**src/rtl/rv_scoreboard.sv**
```systemverilog
// Issue-side interlock: tracks destination registers of in-flight long-latency
// operations and holds decode while a source or destination is still pending.
module rv_scoreboard #(
  parameter int MAX_OUTSTANDING = 2
) (
  input  logic       i_clk,
  input  logic       i_reset,
  input  logic       i_issue_valid,
  output logic       o_issue_ready,
  input  logic [4:0] i_issue_rs1,
  input  logic [4:0] i_issue_rs2,
  input  logic       i_issue_rs1_used,
  input  logic       i_issue_rs2_used,
  input  logic [4:0] i_issue_rd,
  input  logic       i_issue_reg_write,
  input  logic       i_issue_long,
  input  logic       i_flush,
  input  logic       i_done_valid,
  input  logic [4:0] i_done_rd,
  output logic       o_stall_rs1,
  output logic       o_stall_rs2,
  output logic       o_stall_waw,
  output logic       o_busy,
  output logic [3:0] o_outstanding,
  output logic       o_err
);

  // Handshake: an instruction transfers in a cycle where i_issue_valid and
  // o_issue_ready are both high; ready never depends on anything registered
  // later than the current cycle, and valid may be held across stalled cycles.

  logic [31:0] pending_q, pending_d;
  logic [3:0]  count_q, count_d;
  logic        busy_q, busy_d;
  logic        err_q, err_d;

  logic [31:0] clr_vec;
  logic [31:0] eff_pending;
  logic        long_tracked;
  logic        done_ok;
  logic        full;
  logic        accept_long;

  // A completing register is forwarded from write-back, so it no longer blocks.
  assign clr_vec      = (i_done_valid && (i_done_rd != 5'd0)) ? (32'd1 << i_done_rd) : 32'd0;
  assign eff_pending  = pending_q & ~clr_vec;

  assign o_stall_rs1  = i_issue_valid & i_issue_rs1_used  & eff_pending[i_issue_rs1];
  assign o_stall_rs2  = i_issue_valid & i_issue_rs2_used  & eff_pending[i_issue_rs2];
  assign o_stall_waw  = i_issue_valid & i_issue_reg_write & eff_pending[i_issue_rd];

  assign long_tracked = i_issue_long & i_issue_reg_write & (i_issue_rd != 5'd0);
  assign done_ok      = i_done_valid & (i_done_rd != 5'd0) & pending_q[i_done_rd];
  // Only a genuine release frees a slot, so the counter can never exceed its cap.
  assign full         = (count_q == 4'(MAX_OUTSTANDING)) & ~done_ok;

  assign o_issue_ready = ~i_reset & ~i_flush & ~o_stall_rs1 & ~o_stall_rs2
                       & ~o_stall_waw & ~(full & long_tracked);

  assign accept_long  = i_issue_valid & o_issue_ready & long_tracked;

  always_comb begin
    pending_d = pending_q;
    count_d   = count_q;
    err_d     = err_q;
    if (done_ok) begin
      pending_d[i_done_rd] = 1'b0;
    end else if (i_done_valid) begin
      err_d = 1'b1;
    end
    // Set after clear so a same-register re-issue keeps the bit.
    if (accept_long) begin
      pending_d[i_issue_rd] = 1'b1;
    end
    pending_d[0] = 1'b0;
    count_d      = count_q + {3'b000, accept_long} - {3'b000, done_ok};
    busy_d       = (count_d != 4'd0);
  end

  always_ff @(posedge i_clk) begin
    if (i_reset) begin
      pending_q <= 32'd0;
      count_q   <= 4'd0;
      busy_q    <= 1'b0;
      err_q     <= 1'b0;
    end else begin
      pending_q <= pending_d;
      count_q   <= count_d;
      busy_q    <= busy_d;
      err_q     <= err_d;
    end
  end

  assign o_busy        = busy_q;
  assign o_outstanding = count_q;
  assign o_err         = err_q;

endmodule

```
**config.mk**
```make
export PLATFORM = sky130hd
export DESIGN_NAME = rv_scoreboard
export DESIGN_NICKNAME = d
export VERILOG_FILES = /design/src/rtl/rv_scoreboard.sv
export SDC_FILE = /design/constraint.sdc
export NUM_CORES = 1
export LEC_CHECK = 0
export ABC_AREA = 0
export BUFFER_PORTS_ARGS = -buffer_cell sky130_fd_sc_hd__buf_2
export CELL_PAD_IN_SITES_DETAIL_PLACEMENT = 0
export CELL_PAD_IN_SITES_GLOBAL_PLACEMENT = 1
export CORE_AREA = 4 4 98 100
export DETAILED_ROUTE_END_ITERATION = 10
export DIE_AREA = 0 0 102 104
export PLACE_DENSITY = 0.83
export SETUP_SLACK_MARGIN = 0.4
export SYNTH_ARGS = -nofsm -noshare
export SYNTH_HDL_FRONTEND = slang
export SYNTH_SLANG_ARGS = --single-unit
```
**constraint.sdc**
```tcl
create_clock -name i_clk -period 4.59 [get_ports i_clk]
set_input_delay 0.459 -clock i_clk [delete_from_list [all_inputs] [get_ports i_clk]]
set_output_delay 0.459 -clock i_clk [all_outputs]
set_load 0.01 [all_outputs]
```
==> summary.txt <==
Outcome
  • Run status: completed

Cells and area
  • Antenna Cells: 0
  • Design area: 0.004021 mm2
  • Syn-to-layout area delta: 17.04%
  • Share of layout cells above drive strength 1: 0.2543
  • Nets: 499

Synthesis
  • Synth top area share: 0.2156
  • Synth area leader: dfxtp_1
  • Synth unique cells: 63
  • Sequential area share after synthesis: 0.2156
  • Synth top area cells: dfxtp_1, mux2i_1, o211ai_1
  • Synthesis warning total: 0
  • Cells after synthesis: 421
  • Synth cell count leaders: dfxtp_1, o21ai_0, mux2i_1
  • Avg Synthesized Cell Area: 8.161 um2
  • Flop and latch count out of synthesis: 37
  • Netlist Area Pre-Place: 0.003436 mm2
  • Post-synth EDFFs: 0
  • Top-count cell post-synth: dfxtp_1
  • Async set-or-reset flop fraction in the synthesized netlist: 0
  • Synth Flop Type: dfxtp_1
  • Mapped Nets: 456

Route
  • DRT iter0 DRCs: 414
  • Metal-1 WL: 5344 um
  • Metal3 WL: 1449 um
  • Vias per inst: 6.851
  • Routed len/inst: 22.73 um
  • Drt pass-1 iters: 6
  • Post-DRT Antenna Nets: 0
  • Wire length on met2: 5656 um
  • DR vias: 3919
  • Total routed wirelength: 13000 um
  • DR top layer: met4
  • DRC Markers: 0

STA
  • Slew margin rel.: 0.4830
  • # setup viols final: 0
  • Setup TNS: 0 ns
  • Hold slack: 0.4683 ns
  • Worst Tran Pin Value: 0.7755 ns
  • Unrepaired setup endpoints after global routing: false
  • Final Critical Period: 4.093 ns
  • Period utilization: 0.8916
  • Max frequency: 244.3 MHz
  • Count of final hold-check violations: 0
  • Max-slew violations: 0
  • Layout Skew: 0.004748 ns

Placed design
  • Placed inst area: 0.003861 mm2
  • HPWL after DPL: 9855 um
  • Gpl congestion: 0.9885
  • IO Port Bufs: 38

Clocking
  • CTS Buffer Depth: 2
  • Skew-Pair Late Insertion Delay: 0.29 ns
  • CTS H-tree lvls: 2
  • CTS Hold Buffers Added: 0
  • Num CTS Buffers: 5
  • CTS tree: built
  • TritonCTS Sinks: 37
  • Clock-pin slew on the worst setup and hold paths: 0.08 ns
  • Clk root buf: clkbuf_8

Die
  • # IOs: 39
  • Core ar.: 0.008678 mm2
  • Die Ht: 104 um
  • Die area: 0.01061 mm2
  • Width of the die: 102 um
  • Initial Utilization: 0.3959
  • Site Rows: 34

GRT
  • Initial antenna violation count: 0
  • Pin count of the biggest net entering global routing: 43
  • Vias in the first global route: 3590
  • Total gr overflow: 0
  • First-pass GRT wire length: 20150 um
  • GRT Total Usage: 0.2405

Critical path
  • WP data arrival: 4.26 ns
  • CP max FO: 11
  • Crit Path Class: in -> reg
  • Slowest CP cell: or4_1
  • Worst path required time: 4.76 ns
  • CP cell instances: clkbuf_4 -> xor2_1 -> or3_1 -> a221oi_1 -> a2111oi_4 -> nand4b_1 -> or2_1 -> or3_4 -> ha_4 -> inv_2 -> ha_4 -> inv_2 -> fa_2 -> xor2_1 -> nor2_1 -> or4_1
  • Startpoint types: input port
  • Type of element capturing the critical path: flop
  • Max stage delay on crit path: 0.54 ns
  • R2R depth: 15

Worst hold path
  • Hold depth: 2
  • Hold WC Path Type: reg -> reg

Pwr
  • Power Density: 206.6 mW/mm2
  • Clk pwr share: 0.286
  • Comb pwr share: 0.300
  • Worst ir drop on vdd: 0.3025 mV
  • P_sw: 0.2799 mW
  • Net Sw Frac: 0.3370
  • Seq pwr share: 0.414
  • Leakage: 1.443 nW
  • Int Power: 0.5507 mW
  • Total power draw: 0.8306 mW

Run
  • Max-Cap Viols: 0
[critical path, delay by kind of cell]
kind | cells | cell delay, ns
fa+ha+maj | 3 | 0.69
xor+xnor | 2 | 0.40
buf+inv | 3 | 0.30
simple gates | 6 | 1.89
compound gates | 2 | 0.52
[power by group through the flow]
stage | Clock (mW) | Sequential, mW | Combinational (mW)
2_1_floorplan | 0 | 0.357 | 0.151
3_3_place_gp | 0 | 0.352 | 0.239
3_5_place_dp | 0 | 0.352 | 0.240
4_1_cts | 0.240 | 0.344 | 0.242
5_1_grt | 0.254 | 0.346 | 0.270
6_report | 0.237 | 0.344 | 0.249
[per-stage QoR]
step                  util  worst slack, ns  instances
floorplan                -           0.2697        421
CTS                 0.4555           0.4239        571
detailed placement  0.4449           0.1051        564
global route        0.4634           0.4021        572
global placement    0.4449           0.2475        564
finish              0.4634           0.4974        572
[routing by layer]
layer  up-vias  global-route usage
li1       1751                   -
met5         -                   0
met3        43             0.04359
met2       288              0.3542
met1      1837              0.3367
met4         0              0.1087
[registers in the layout, summed over array words and instances (netlist names)]
name	cells
o_busy	1
o_err	1
o_outstanding	4
pending_q	31
[cell usage in the layout, fill, tap and decap left out, types with 7 or more instances in the layout]
master | netlist | layout
a21oi_1 | 7 | 7
buf_2 | 8 | 36
buf_4 | 3 | 38
dfxtp_1 | 37 | 37
inv_1 | 19 | 17
mux2_2 | 12 | 12
mux2i_1 | 25 | 25
nand2_1 | 17 | 16
nand2b_1 | 8 | 8
nand3_1 | 12 | 12
nand4_1 | 9 | 9
nor2_1 | 14 | 14
nor2b_1 | 18 | 18
nor3_1 | 11 | 11
o2111ai_1 | 10 | 10
o211ai_1 | 22 | 22
o21ai_0 | 30 | 28
o311ai_0 | 10 | 8
o31ai_1 | 13 | 13
o32ai_1 | 16 | 15
[cells by family after synthesis]
| kind of cell | Yosys count | synth area share |
|---|---|---|
| compound gates | 145 | 0.3110 |
| simple gates | 125 | 0.2145 |
| buf+inv | 60 | 0.08266 |
| mux | 40 | 0.1318 |
| flops | 37 | 0.2156 |
| xor+xnor | 8 | 0.02039 |
| fa+ha+maj | 6 | 0.02404 |
[layout make-up]
type	instances	area, um2
well taps	108	135.1
clock buffers	6	82.58
flip-flops and latches	37	740.7
fillers	871	4657
clock inverters	1	7.507
repair buffers	77	491.7
multi-input cells	324	2492
inverters	19	71.32
[repair_timing]
item | 4_1_cts | 5_1_grt
pin swaps | 0 | 2
resized for setup | 1 | 16
setup endpoints to repair | 1 | 1
hold endpoints to repair | 0 | 0
setup buffers | 0 | 1
[final timing paths]
path / startpoint / to / slack (ns)
max: i_done_rd[0] / o_busy$_SDFF_PP0_ / 0.50
min: o_err$_SDFFE_PP0P_ / o_err$_SDFFE_PP0P_ / 0.47
max reg2reg: pending_q[26]$_SDFF_PP0_ / o_busy$_SDFF_PP0_ / 0.72
min reg2reg: o_err$_SDFFE_PP0P_ / o_err$_SDFFE_PP0P_ / 0.47
Power figures use the tool's default switching activity.
